**config.mk**
```make
export PLATFORM = sky130hd
export DESIGN_NAME = bridge_buffer_ctrl
export DESIGN_NICKNAME = d
export VERILOG_FILES = /design/src/rtl/bridge_buf_pkg.sv /design/src/rtl/bridge_addr_cnt.sv /design/src/rtl/bridge_buffer_ctrl.sv
export SDC_FILE = /design/constraint.sdc
export NUM_CORES = 1
export LEC_CHECK = 0
export ABC_AREA = 1
export CAP_MARGIN = 20
export CORE_AREA = 5 5 71 89
export CTS_CLUSTER_SIZE = 16
export DETAILED_ROUTE_END_ITERATION = 6
export DIE_AREA = 0 0 76 94
export PLACE_DENSITY = 0.74
export SYNTH_ARGS = -nofsm -noshare
export SYNTH_HDL_FRONTEND = slang
export SYNTH_SLANG_ARGS = --single-unit
```
**constraint.sdc**
```tcl
create_clock -name clk -period 1.6 [get_ports clk]
set_clock_uncertainty 0.05 [all_clocks]
set_input_delay 0.32 -clock clk [delete_from_list [all_inputs] [get_ports clk]]
set_output_delay 0.32 -clock clk [all_outputs]
set_load 0.05 [all_outputs]
```
**src/rtl/bridge_buf_pkg.sv**
```systemverilog
// Shared types and default sizing for the bridge buffer controller.
package bridge_buf_pkg;

  localparam int unsigned DEF_ADDR_WIDTH    = 8;
  localparam int unsigned DEF_DEPTH         = 16;
  localparam int unsigned DEF_TOTAL_MODULES = 4;

  typedef enum logic [1:0] {
    IDLE  = 2'd0,
    FILL  = 2'd1,
    DRAIN = 2'd2,
    FLUSH = 2'd3
  } bridge_ctrl_state_t;

endpackage

```
**src/rtl/bridge_addr_cnt.sv**
```systemverilog
// Wrapping up-counter 0..MAX_VAL with enable, sync clear and terminal flag.
module bridge_addr_cnt #(
  parameter int unsigned WIDTH   = 8,
  parameter int unsigned MAX_VAL = 15
) (
  input  logic             clk,
  input  logic             rst_n,
  input  logic             clr,
  input  logic             en,
  output logic [WIDTH-1:0] cnt,
  output logic             last_c
);

  // Terminal value reached; the next enabled step wraps to zero.
  assign last_c = (cnt == WIDTH'(MAX_VAL));

  // Count register.
  always_ff @(posedge clk or negedge rst_n) begin
    if (!rst_n) begin
      cnt <= '0;
    end else if (clr) begin
      cnt <= '0;
    end else if (en) begin
      cnt <= last_c ? '0 : cnt + WIDTH'(1);
    end
  end

endmodule

```
**src/rtl/bridge_buffer_ctrl.sv**
```systemverilog
// Bridge buffer controller: fills a DEPTH-word buffer, then drains it
// TOTAL_MODULES times (one pass per slice) through a valid/ready output.
// Optional busy-cycle counter enabled by defining BRIDGE_BUFFER_CTRL_PERF_EN.
module bridge_buffer_ctrl
  import bridge_buf_pkg::*;
#(
  parameter int unsigned ADDR_WIDTH    = DEF_ADDR_WIDTH,
  parameter int unsigned DEPTH         = DEF_DEPTH,
  parameter int unsigned TOTAL_MODULES = DEF_TOTAL_MODULES,
  localparam int unsigned SW           = $clog2(TOTAL_MODULES)
) (
  input  logic                  clk,
  input  logic                  rst_n,
`ifdef BRIDGE_BUFFER_CTRL_PERF_EN
  output logic [31:0]           perf_cycles,
`endif
  input  logic                  start,
  output logic                  busy,
  output logic                  done,
  input  logic                  in_valid,
  output logic                  in_ready,
  output logic                  w_ena,
  output logic                  w_wea,
  output logic                  w_enb,
  output logic                  w_web,
  output logic [ADDR_WIDTH-1:0] w_addra,
  output logic [ADDR_WIDTH-1:0] w_addrb,
  output logic                  n_wr_en,
  output logic                  n_rd_en,
  output logic [ADDR_WIDTH-1:0] n_wr_addr,
  output logic [ADDR_WIDTH-1:0] n_rd_addr,
  output logic [SW-1:0]         w_slicing_idx,
  output logic [SW-1:0]         n_slicing_idx,
  output logic                  out_valid,
  input  logic                  out_ready
);

  bridge_ctrl_state_t state_q, state_d;

  logic                  start_acc_c;
  logic                  wr_fire_c;
  logic                  rd_issue_c;
  logic                  flush_end_c;
  logic [ADDR_WIDTH-1:0] wr_cnt, rd_cnt;
  logic [SW-1:0]         slice_cnt;
  logic                  wr_last_c, rd_last_c, slice_last_c;
  logic [ADDR_WIDTH-1:0] w_addr_q, n_wr_addr_q, n_rd_addr_q;
  logic [SW-1:0]         slice_q;

  assign start_acc_c = (state_q == IDLE) && start;
  assign flush_end_c = (state_q == FLUSH) && (!out_valid || out_ready);

  // Write address counter.
  bridge_addr_cnt #(.WIDTH(ADDR_WIDTH), .MAX_VAL(DEPTH - 1)) u_wr_cnt (
    .clk(clk), .rst_n(rst_n), .clr(start_acc_c), .en(wr_fire_c),
    .cnt(wr_cnt), .last_c(wr_last_c)
  );

  // Read address counter (inner loop).
  bridge_addr_cnt #(.WIDTH(ADDR_WIDTH), .MAX_VAL(DEPTH - 1)) u_rd_cnt (
    .clk(clk), .rst_n(rst_n), .clr(start_acc_c), .en(rd_issue_c),
    .cnt(rd_cnt), .last_c(rd_last_c)
  );

  // Slice counter (outer loop), steps when the read address wraps.
  bridge_addr_cnt #(.WIDTH(SW), .MAX_VAL(TOTAL_MODULES - 1)) u_slice_cnt (
    .clk(clk), .rst_n(rst_n), .clr(start_acc_c), .en(rd_issue_c && rd_last_c),
    .cnt(slice_cnt), .last_c(slice_last_c)
  );

  // State register.
  always_ff @(posedge clk or negedge rst_n) begin
    if (!rst_n) state_q <= IDLE;
    else        state_q <= state_d;
  end

  // Next-state logic.
  always_comb begin
    state_d = state_q;
    unique case (state_q)
      IDLE:  if (start) state_d = FILL;
      FILL:  if (wr_fire_c && wr_last_c) state_d = DRAIN;
      DRAIN: if (rd_issue_c && rd_last_c && slice_last_c) state_d = FLUSH;
      FLUSH: if (flush_end_c) state_d = IDLE;
      default: state_d = IDLE;
    endcase
  end

  // Buffer-port decode; idle addresses replay their last driven value.
  always_comb begin
    busy       = (state_q != IDLE);
    in_ready   = (state_q == FILL);
    wr_fire_c  = in_ready && in_valid;
    rd_issue_c = (state_q == DRAIN) && (!out_valid || out_ready);
    w_ena      = wr_fire_c || rd_issue_c;
    w_wea      = wr_fire_c;
    n_wr_en    = wr_fire_c;
    n_rd_en    = rd_issue_c;
    w_addra    = w_addr_q;
    n_wr_addr  = n_wr_addr_q;
    n_rd_addr  = n_rd_addr_q;
    if (wr_fire_c) begin
      w_addra   = wr_cnt;
      n_wr_addr = wr_cnt;
    end
    if (rd_issue_c) begin
      w_addra   = rd_cnt;
      n_rd_addr = rd_cnt;
    end
  end

  assign w_enb         = 1'b0;
  assign w_web         = 1'b0;
  assign w_addrb       = '0;
  assign w_slicing_idx = slice_q;
  assign n_slicing_idx = slice_q;

  // Held addresses, output-side valid/slice tracking and completion pulse.
  always_ff @(posedge clk or negedge rst_n) begin
    if (!rst_n) begin
      w_addr_q    <= '0;
      n_wr_addr_q <= '0;
      n_rd_addr_q <= '0;
      slice_q     <= '0;
      out_valid   <= 1'b0;
      done        <= 1'b0;
    end else begin
      w_addr_q    <= w_addra;
      n_wr_addr_q <= n_wr_addr;
      n_rd_addr_q <= n_rd_addr;
      done        <= flush_end_c;
      if (rd_issue_c) begin
        out_valid <= 1'b1;
        slice_q   <= slice_cnt;
      end else if (out_ready) begin
        out_valid <= 1'b0;
      end
    end
  end

`ifdef BRIDGE_BUFFER_CTRL_PERF_EN
  logic [31:0] perf_cnt;

  // Busy-cycle counter, latched into perf_cycles when the job completes.
  always_ff @(posedge clk or negedge rst_n) begin
    if (!rst_n) begin
      perf_cnt    <= '0;
      perf_cycles <= '0;
    end else if (flush_end_c) begin
      perf_cycles <= perf_cnt + 32'd1;
      perf_cnt    <= '0;
    end else if (busy) begin
      perf_cnt    <= perf_cnt + 32'd1;
    end
  end
`endif

endmodule

```
**Word level (Yosys, flattened, before mapping)**

Cells that the tools add are included.

- Muxes and demuxes: 20
- Add/subtract/negate cells: 3
- Reduce and logical (&&, ||, !) cells: 17
- Eq/ne operators: 10

Operator list:

| kind | number |
|---|---|
| $mux W8 | 10 |
| $add A8 B1 Y8 const B | 2 |
| $eq A8 B4 Y1 const B | 2 |
| $mux W2 | 7 |
| $reduce_bool A2 Y1 | 5 |
| $pmux W2 S4 | 1 |
| $logic_and A1 B1 Y1 | 7 |
| $eq A2 B2 Y1 const B | 3 |
| $ne A2 B2 Y1 const B | 3 |
| $reduce_and A4 Y1 | 1 |
| $add A2 B1 Y2 const B | 1 |
| $eq A2 B1 Y1 const B | 1 |
| $logic_not A2 Y1 | 1 |
| $logic_or A1 B1 Y1 | 2 |
| $mux W1 | 2 |
| $ne A2 B1 Y1 const B | 1 |
| $logic_not A1 Y1 | 1 |

- Output and inout bits: 46
- Register bits: 48

**Depth between registers and ports, before layout**

Gate-level depths: netlist of run 1.

- Word-level depth: 7
- Depth in mapped cells: 9

**By module**

From an unflattened synthesis of run 1, not the netlist that was laid out.

- Cell total of the unflattened synthesis: 311
- Area total of the unflattened synthesis: 2,571.2 sq um

By module, submodules not included:

| module | times used | cells each | area each (sq um) |
|---|---|---|---|
| bridge_buffer_ctrl | 1 | 155 | 1,433.9 |
| bridge_addr_cnt (u_rd_cnt ...) | 2 | 72 | 518.0 |
| bridge_addr_cnt (u_slice_cnt) | 1 | 12 | 101.3 |

**Worst setup path after synthesis of run 1**

OpenSTA, ideal clock, no wires.

- Kind: register to output
- Start point: register state_q[1]
- End point: output w_addra[1]
- Stages on the path, launching flop included: 8
- Arrival time: 2.541 ns
- Slack: -1.311 ns
- Buffers on the path: 1
- Cell sequence: dfrtp_1 inv_1 ha_1 nand2_1 inv_1 buf_2 nand2_1 o211ai_1

- Longest elaborated chain between the ends: 4
- Elaborated cells on any way between the ends: 6
- Those cells by class: 2 x eq/ne; 2 x mux; 2 x reduce/logical

Ends and longest elaborated chain:

| item | line | source |
|---|---|---|
| start: declaration | bridge_buffer_ctrl.sv:38 | `bridge_ctrl_state_t state_q, state_d;` |
| start signal: assignment | bridge_buffer_ctrl.sv:74 | `else state_q <= state_d;` |
| $eq A2 B1 Y1 | bridge_buffer_ctrl.sv:92 | `in_ready = (state_q == FILL);` |
| net in_ready | bridge_buffer_ctrl.sv:21 | `output logic in_ready,` |
| $logic_and A1 B1 Y1 | bridge_buffer_ctrl.sv:93 | `wr_fire_c = in_ready && in_valid;` |
| net n_wr_en | bridge_buffer_ctrl.sv:28 | `output logic n_wr_en,` |
| $mux W8 | bridge_buffer_ctrl.sv:102 | `if (wr_fire_c) begin` |
| $mux W8 | bridge_buffer_ctrl.sv:106 | `if (rd_issue_c) begin` |
| end: declaration | bridge_buffer_ctrl.sv:26 | `output logic [ADDR_WIDTH-1:0] w_addra,` |

The timed path passes the listed nets, and every way through them passes these cells.

**Final worst setup path of run 1**

- Start point: register state_q[1]
- End point: output w_addra[2]

- Longest elaborated chain between the ends: 4
- Elaborated cells on any way between the ends: 6
- Those cells by class: 2 x eq/ne; 2 x mux; 2 x reduce/logical

Ends and longest elaborated chain:

| item | line |
|---|---|
| $eq A2 B1 Y1 | bridge_buffer_ctrl.sv:92 |
| $logic_and A1 B1 Y1 | bridge_buffer_ctrl.sv:93 |
| $mux W8 | bridge_buffer_ctrl.sv:102 |
| $mux W8 * | bridge_buffer_ctrl.sv:106 |

Mark *: on every way between the ends. The rest lies on a longest branch, timed or not.

==> flow_summary.toml, run 1 <==
[run_status]
outcome = "finished, violations left"
violations = "negative setup slack"

[logic_synthesis]
ys_types = 32
ys_seq_area_share_pct = 50.3
syn_area_per_cell_um2 = 8.65
yosys_warnings = 0
syn_inst = 276
async_reset_ff_share_pct = 100
synth-edff-count = 0
synth_common_cells = "nand2_1, dfrtp_1, inv_1, nor2_1, nand3_1"
yosysTopAreaCell = "dfrtp_1"
ys_ff_latch = 48
yosysMostFrequentCell = "nand2_1"
synth.top_cells.by_area = "dfrtp_1, nand2_1, buf_4"
synth_top_cell_area_share_pct = 50.3
ys_dominant_reg_cell = "dfrtp_1"
syn_area_um2 = 2390

[layout]
final_cell_area_um2 = 4550
fill_cells = 242
nNetsFinal = 408
drive_gt1_share_pct = 55.6
diodes = 0
finalNonFillerCells = 460
area_growth_pct = 90.7

[placement]
portBuffers = 40
dpl.cell_count = 415
finalWeightedCongestion = 0.871
postPlaceCellArea_um2 = 3690
hpwlAfterDp_um = 4590

[die]
fp.coreArea_um2 = 5370
ioPinCount = 51
die_x_um = 76
dieHeight_um = 94
rows = 30
dieArea_um2 = 7140
start_util_pct = 44.5

[clock_network]
clock_latency_ns = 0.31
cts_buffer_depth = 2
cts-buffers-inserted = 5
path_clk_slew_ns = 0.09
clkSinkCount = 48
cts_tree = "built"
cts_htree_levels = 2
ctsRootBufferMaster = "clkbuf_8"

[routing]
wl_um = 9100
drc_errors = 0
viasPerCell = 5.47
drt_iter0_markers = 236
wl_per_cell_um = 19.8
firstDrtPassIters = 4
ant_nets = 0
via_count = 2515

[setup_path]
crit_arrival_ns = 1.89
cpPeakStageDelay_ns = 0.44
start_kind = "flop"
critPathMaxFanout = 7
worst-path-buf-inv = 4
worstSetupPathType = "reg2out"
path_cells = "buf_6 -> ha_4 -> nand2_8 -> buf_8 -> nand3_2 -> o211ai_1 -> buf_4 -> buf_12"
crit_slowest_cell = "dfrtp_1"
cp-end-kind = "output port"
cp.required_ns = 1.23
crit_family = "buffers and inverters"

[worst_hold_path]
min_path_type = "in2async"

[sta]
setup_tns_ns = -17.10
finalSetupViolations = 46
max_freq_mhz = 443
fin_crit_sh_pct = 141
layout_setup_ws_ns = -0.657
min_period_ns = 2.26
rsz0062_at_grt = "yes"
drv_slew = 0
hold_violations = 0

[grt]
grt_use_total_pct = 23.0
antenna_found_initial = 0
grt_max_degree = 34
grt.overflow.total = 0
grt_pass1_wl_um = 13200
grt_pass1_vias = 2635

[power_and_ir_drop]
p_leak_nw = 2.16
p_per_area_nw_per_um2 = 1760
peakVddDrop_v = 0.00150
fin_total_pwr_mw = 8.01

[flow_run]
maxCapViolations = 0
[stage by stage]
stage          setup WS (ns)  hold WS, ns  util, %
2_1_floorplan         -0.702      -0.0256        -
3_3_place_gp          -0.430        0.215     68.7
3_5_place_dp          -0.486        0.224     68.7
4_1_cts               -0.569        0.428     78.6
5_1_grt               -0.704        0.473     84.8
6_report              -0.657        0.431     84.8
[layout make-up]
type / instances / area [µm²] / area share (%)
timing repair buffer: 120 / 1540 / 33.8
sequential: 48 / 1200 / 26.5
clock buffer: 5 / 68.8 / 1.51
timing repair inverter: 2 / 12.5 / 0.275
multi-input combinational: 194 / 1480 / 32.6
inverter: 24 / 123 / 2.69
tap: 64 / 80.1 / 1.76
clock inverter: 3 / 42.5 / 0.934
[repair_timing]
action / in CTS / in global routing
gates resized for setup: 63 / 56
hold buffers: 1 / 0
gates cloned: 3 / 0
endpoints found under the setup margin: 46 / 52
setup buffers: 20 / 16
endpoints found under the hold margin: 15 / 0
pin swaps: 17 / 16
[final timing paths]
check                      slack, ns  depth (start not counted)              end      startpoint
max in group asynchronous       0.55                          3   n_rd_addr_q[6]           rst_n
hold / removal                  0.43                          2             done           rst_n
min in group clk                0.47                          2   n_rd_addr_q[5]  n_rd_addr_q[5]
setup / recovery               -0.66                          8       w_addra[2]      state_q[1]
hold reg to reg                 0.47                          2   n_rd_addr_q[5]  n_rd_addr_q[5]
setup reg to reg               -0.32                         11  u_rd_cnt.cnt[5]      state_q[1]
[where the power goes]
part,switching [mW],internal (mW),total [mW]
Sequential,0.236,1.46,1.69
Combinational,2.86,2.56,5.42
Clock,0.439,0.463,0.902
Total,3.53,4.48,8.01
[placed cells by master (no fill, tap or decap), types with 2 or more instances in the layout]
| cell | netlist | layout |
|---|---|---|
| xor2_1 | 3 | 3 |
| ha_4 | 0 | 4 |
| nand2_8 | 0 | 7 |
| ha_2 | 0 | 2 |
| nand3_2 | 4 | 12 |
| inv_2 | 3 | 6 |
| buf_12 | 0 | 39 |
| clkbuf_8 | 0 | 5 |
| a21oi_2 | 0 | 3 |
| o211ai_1 | 8 | 8 |
| o21ai_2 | 2 | 4 |
| nor2_4 | 1 | 4 |
| ha_1 | 8 | 2 |
| nand2_1 | 82 | 43 |
| buf_8 | 0 | 5 |
| o21bai_1 | 2 | 2 |
| buf_4 | 14 | 51 |
| inv_1 | 21 | 13 |
| conb_1 | 1 | 10 |
| o21ai_0 | 7 | 4 |
| buf_6 | 0 | 18 |
| dfrtp_2 | 0 | 3 |
| nor2_1 | 21 | 17 |
| nand2_4 | 1 | 26 |
| a21oi_1 | 6 | 3 |
| nand2_2 | 4 | 11 |
| nor3_1 | 4 | 4 |
| inv_4 | 0 | 4 |
| inv_8 | 0 | 2 |
| dfrtp_1 | 48 | 45 |
| o21ai_1 | 3 | 4 |
| nor2_2 | 1 | 2 |
| clkdlybuf4s50_1 | 0 | 3 |
| nand3_1 | 18 | 10 |
[cell families after synthesis]
logic type / count (synthesis) / share of synthesized area [%]
buf+inv: 43 / 9.22
other cells: 1 / 0.157
flops: 48 / 50.3
xor+xnor: 4 / 1.47
compound gates: 34 / 9.43
simple gates: 138 / 25.2
fa+ha+maj: 8 / 4.19
[registers in the layout, indices dropped and copies added, names as in the netlist]
register	flops
out_valid	1
n_wr_addr_q	8
n_slicing_idx	2
w_addr_q	8
done	1
u_slice_cnt.cnt	2
state_q	2
u_rd_cnt.cnt	8
u_wr_cnt.cnt	8
n_rd_addr_q	8
[per-layer routing]
layer  vias up  track usage, %  share of wire (%)  wire length (µm)
li1       1102               -                  -                 -
met1      1231            26.9                 35              3220
met2       132            39.1                 53              4820
met3        50            4.89                6.1               554
met4         0            12.5                5.6               509
met5         -               0                  0                 0
Note: power is estimated with default switching activity, not from simulation.
==> run 2, diff against run 1 <==
--- a/config.mk
+++ b/config.mk
@@ -8,6 +8,7 @@
 export ABC_AREA = 1
 export CAP_MARGIN = 20
 export CORE_AREA = 5 5 71 89
+export CTS_BUF_LIST = sky130_fd_sc_hd__clkbuf_16
 export CTS_CLUSTER_SIZE = 16
 export DETAILED_ROUTE_END_ITERATION = 6
 export DIE_AREA = 0 0 76 94
==> run 2 against run 1 <==
The run still ends with negative setup slack left. Critical path type unchanged. Via count down 1.2%. Largest power group unchanged. Routed wire length down 3.6%. Critical endpoint is now w_addra[4]. Sequential share of layout area up 0.49 points. Global-route usage down 0.65 points. Clock-buffer cell count unchanged. Combinational power down 7.2%. Cell count down 0.65%. Hold slack better by 0.021 ns. Sequential cell count unchanged. Sequential power up 2%. Core utilization down 1.4 points. Register-to-register slack worse by 0.08 ns.
==> flow_summary.toml, run 2 (synthesis gave the netlist of run 1 again) <==
[layout]
final_common_cell = "buf_4"
layout_common_cells = "buf_4, nand2_1, dfrtp_1"
drive_gt1_share_pct = 53.2
nNetsFinal = 405
area_growth_pct = 87.6
finalNonFillerCells = 457
diodes = 0

[setup_path]
rr_endpoint = "u_rd_cnt.cnt[4]"
critPathMaxFanout = 6
crit_slowest_cell = "dfrtp_1"
path_cells = "inv_2 -> ha_4 -> nand2_4 -> inv_6 -> buf_12 -> nand2_4 -> o211ai_1 -> buf_4 -> buf_12"
crit_family = "buffers and inverters"
worstSetupPathDepth = 9
crit_arrival_ns = 1.90
worstSetupPathType = "reg2out"
start_kind = "flop"
cp-end-kind = "output port"
reg2reg_depth = 11
worst-path-buf-inv = 5
rrSetupSlack_ns = -0.40
endpoint = "w_addra[4]"
rr_startpoint = "state_q[1]"
cp.required_ns = 1.23
cpPeakStageDelay_ns = 0.44
crit_start = "state_q[1]"

[placement]
hpwlAfterDp_um = 4590
portBuffers = 40
finalWeightedCongestion = 0.871
dpl.cell_count = 415

[routing]
ant_nets = 0
drc_errors = 0
drt_iter0_markers = 364
wl_um = 8770
firstDrtPassIters = 5
wl_per_cell_um = 19.2
via_count = 2486
viasPerCell = 5.44

[sta]
min_period_ns = 2.27
fin_crit_sh_pct = 142
drv_slew = 0
layout_setup_ws_ns = -0.665
setup_tns_ns = -16.31
max_freq_mhz = 441
finalSetupViolations = 42
rsz0062_at_grt = "yes"
hold_violations = 0

[flow_run]
maxCapViolations = 0

[clock_network]
cts_htree_levels = 2
cts_buffer_depth = 2
clock_latency_ns = 0.29
cts_tree = "built"
ctsRootBufferMaster = "clkbuf_16"
clkSinkCount = 48
path_clk_slew_ns = 0.06
cts-buffers-inserted = 5

[grt]
grt_pass1_wl_um = 12600
grt.overflow.total = 0
grt_use_total_pct = 22.4
grt_pass1_vias = 2601
grt_max_degree = 34
antenna_found_initial = 0

[die]
dieArea_um2 = 7140
start_util_pct = 44.5
die_x_um = 76
ioPinCount = 51
dieHeight_um = 94
fp.coreArea_um2 = 5370
rows = 30

[power_and_ir_drop]
p_leak_nw = 2.15
p_per_area_nw_per_um2 = 1780
peakVddDrop_v = 0.00152
fin_total_pwr_mw = 7.97

[run_status]
outcome = "finished, violations left"
violations = "negative setup slack"

[worst_hold_path]
min_path_type = "reg2reg"
## run 2: cell count changes in the layout (fill, tap and decap cells not counted), moves of 3 or more
cell and change:
nand3_2 -8, buf_6 -7, nand3_1 +8, clkbuf_16 +9, buf_12 -4, nand2_2 +5
nand2_4 -4, nor2_1 -3, clkbuf_8 -5, buf_4 +7
## run 2: report_power, final
group          switching, mW  internal (mW)
Clock                  0.476          0.735
Combinational           2.65           2.38
Sequential             0.263           1.46
Total                   3.39           4.58
## run 2: how the worst min path moves through the flow
stage | start | to | cells past startpoint
floorplan | rst_n | done | 0
global placement | rst_n | done | 1
detailed placement | rst_n | done | 1
CTS | rst_n | done | 2
global route | n_rd_addr_q[1] | n_rd_addr_q[1] | 2
finish | n_rd_addr_q[1] | n_rd_addr_q[1] | 2
## run 2: final cells by class
type	count	area, µm²
multi-input cells	194	1410
inverters	24	110
fillers	245	887
well taps	64	80.1
repair buffers	119	1510
clock inverters	3	42.5
clock buffers	5	125
flip-flops and latches	48	1210
## run 2: repair_timing
| action | CTS | global route |
|---|---|---|
| gates cloned | 0 | 1 |
| pin swaps | 6 | 13 |
| hold buffers | 1 | 0 |
| resized for setup | 41 | 64 |
| setup endpoints to repair | 44 | 52 |
| buffers inserted | 19 | 18 |
| hold endpoints to repair | 15 | 0 |
## run 2: layer usage
metal,global-route usage (%),vias up,part of all wire [%]
met5,0,-,0
met4,15.4,0,4.5
met3,5.28,31,6.1
met2,38.1,142,53
met1,24.4,1216,36
li1,-,1097,-
## run 2: stage by stage
stage	worst slack (ns)	utilization, %	hold WS, ns	area (µm²)
2_1_floorplan	-0.702	-	-0.0256	2670
3_3_place_gp	-0.430	68.7	0.215	3690
3_5_place_dp	-0.486	68.7	0.224	3690
4_1_cts	-0.549	77.6	0.450	4160
5_1_grt	-0.694	83.5	0.479	4480
6_report	-0.665	83.5	0.453	4480
## run 2: worst min-delay path, cell delays in order, from the launching register on
cell and delay (ns):
dfrtp_1 0.33, nand2_2 0.07, nand2_4 0.07
==> run 3, diff against run 2 <==
--- a/config.mk
+++ b/config.mk
@@ -7,11 +7,11 @@
 export LEC_CHECK = 0
 export ABC_AREA = 1
 export CAP_MARGIN = 20
-export CORE_AREA = 5 5 71 89
+export CORE_AREA = 5 5 65 97
 export CTS_BUF_LIST = sky130_fd_sc_hd__clkbuf_16
 export CTS_CLUSTER_SIZE = 16
 export DETAILED_ROUTE_END_ITERATION = 6
-export DIE_AREA = 0 0 76 94
+export DIE_AREA = 0 0 70 102
 export PLACE_DENSITY = 0.74
 export SYNTH_ARGS = -nofsm -noshare
 export SYNTH_HDL_FRONTEND = slang
==> run 3 against run 2 <==
The flow still finishes with violations (negative setup slack). Die area about the same. First-iteration DRC count is 65% lower. Register-to-register slack improved by 0.20 ns. Hold slack lost 0.0059 ns. Core utilization rose by 1.0 points. Cell area rose by 1.3%. Via count decreased by 5.2%. Sequential share of layout area fell by 0.44 points. Critical endpoint unchanged. Global-route usage fell by 0.41 points.
==> flow_summary.toml, run 3 (synthesis gave the netlist of run 1 again) <==
[grt]
use_met3_pct = 3.15
grt.overflow.total = 0
grt_pass1_wl_um = 12300
gr-max-usage-layer = "met2"
grt_use_met2_pct = 42.0
grt_pass1_vias = 2554
grt_use_met1_pct = 23.5
antenna_found_initial = 0
grt_max_degree = 33
grt_use_total_pct = 22.0

[die]
ioPinCount = 51
dieArea_um2 = 7140
start_util_pct = 44.5
fp.coreArea_um2 = 5370
dieHeight_um = 102
rows = 33
die_x_um = 70

[sta]
finalSetupViolations = 38
relSlewSlack_pct = 66.6
fin_crit_sh_pct = 139
drv_slew = 0
rsz0062_at_grt = "yes"
max_freq_mhz = 450
layout_setup_ws_ns = -0.625
setup_tns_ns = -13.07
worst_pin_slew_ns = 0.499
hold_violations = 0
min_period_ns = 2.22

[setup_path]
cpPeakStageDelay_ns = 0.44
crit_start = "state_q[1]"
worst-path-buf-inv = 3
rr_startpoint = "state_q[1]"
worstSetupPathDepth = 6
worstSetupPathType = "reg2out"
endpoint = "w_addra[4]"
cp.required_ns = 1.23
crit_slowest_cell = "o211ai_1"
start_kind = "flop"
reg2reg_depth = 9
critPathMaxFanout = 8
crit_arrival_ns = 1.85
path_cells = "buf_6 -> ha_4 -> nand2_8 -> inv_6 -> o211ai_1 -> buf_12"
rr_endpoint = "w_addr_q[6]"
cp-end-kind = "output port"
crit_family = "compound AO/OA/AOI/OAI gates"
rrSetupSlack_ns = -0.20

[routing]
drt_iter0_markers = 128
wl_um = 8180
via_count = 2357
ant_nets = 0
firstDrtPassIters = 4
wl_per_cell_um = 17.7
drc_errors = 0
viasPerCell = 5.09

[layout]
drive_gt1_share_pct = 51.7
diodes = 0
area_growth_pct = 89.9
layout_common_cells = "buf_4, dfrtp_1, nand2_1"
final_common_cell = "buf_4"
fill_cells = 267
nNetsFinal = 406
fin_util_pct = 84.5

[clock_network]
clkSinkCount = 48
cts-buffers-inserted = 5
cts_htree_levels = 2
clock_latency_ns = 0.29
cts_buffer_depth = 2
path_clk_slew_ns = 0.06
cts_tree = "built"
ctsRootBufferMaster = "clkbuf_16"

[placement]
hpwlAfterDp_um = 4710
finalWeightedCongestion = 0.844
portBuffers = 40
post-place-ws_ns = -0.457

[flow_run]
maxCapViolations = 0

[power_and_ir_drop]
peakVddDrop_v = 0.00145
p_per_area_nw_per_um2 = 1780
p_leak_nw = 2.15

[worst_hold_path]
min_path_type = "in2async"

[run_status]
outcome = "finished, violations left"
violations = "negative setup slack"
[run 3: changes by cell type in the layout (fill, tap and decap cells not counted), moves of 4 or more]
cell,change
dfrtp_2,-4
dfrtp_1,+4
nand2_4,+7
nor2_1,+5
nand3_1,-6
nand2_2,-5
nand3_2,+6
[run 3: worst min-delay path by stage]
| stage | cells after the start | startpoint | endpoint |
|---|---|---|---|
| 6_report | 2 | rst_n | n_rd_addr_q[7] |
| 2_1_floorplan | 0 | rst_n | done |
| 5_1_grt | 2 | rst_n | n_rd_addr_q[3] |
| 3_5_place_dp | 1 | rst_n | n_slicing_idx[0] |
| 3_3_place_gp | 1 | rst_n | n_slicing_idx[1] |
| 4_1_cts | 2 | rst_n | n_rd_addr_q[3] |
[run 3: repair_timing]
action                     4_1_cts  5_1_grt
gates cloned                     4        0
buffers inserted                20       16
resized for setup               63       40
setup endpoints to repair       39       51
hold buffers                     1        0
hold endpoints to repair        16        0
pin swaps                       16       15
[run 3: metrics by stage]
step | hold WS, ns | instances | total power, mW | cell area [µm²]
4_1_cts | 0.460 | 451 | 7.68 | 4310
5_1_grt | 0.484 | 463 | 8.43 | 4540
2_1_floorplan | -0.0256 | 285 | 3.82 | 2670
6_report | 0.447 | 463 | 8.08 | 4540
3_3_place_gp | 0.214 | 420 | 5.43 | 3670
3_5_place_dp | 0.221 | 420 | 5.50 | 3670
[run 3: power breakdown]
group          internal [mW]  switching, mW  total, mW  leakage, nW
Sequential              1.46          0.234       1.69        0.653
Clock                  0.887          0.448       1.33       0.0899
Combinational           2.44           2.62       5.06         1.41
Total                   4.78           3.30       8.08         2.15
[run 3: worst register-to-register path, cell delays in order (launching register included)]
cell	delay, ns
dfrtp_1	0.40
buf_6	0.13
ha_4	0.17
nand2_8	0.15
inv_8	0.07
nand2_1	0.15
o211ai_1	0.18
buf_4	0.17
buf_4	0.12
buf_4	0.12
[run 3: routing by layer]
layer,wire length [µm],vias up,part of all wire [%]
met2,4590,87,56
met4,384,0,4.7
met1,2870,1144,35
met3,326,31,4.0
met5,0,-,0
li1,-,1095,-
[run 3: cell type report]
class	instances	area [µm²]	area share, %
Clock buffer	5	125	2.76
Tap cell	70	87.6	1.93
Sequential cell	48	1200	26.5
Multi-Input combinational cell	194	1430	31.4
Timing Repair Buffer	118	1510	33.2
Timing Repair inverter	2	20.0	0.441
Inverter	24	108	2.37
Clock inverter	2	60.1	1.32
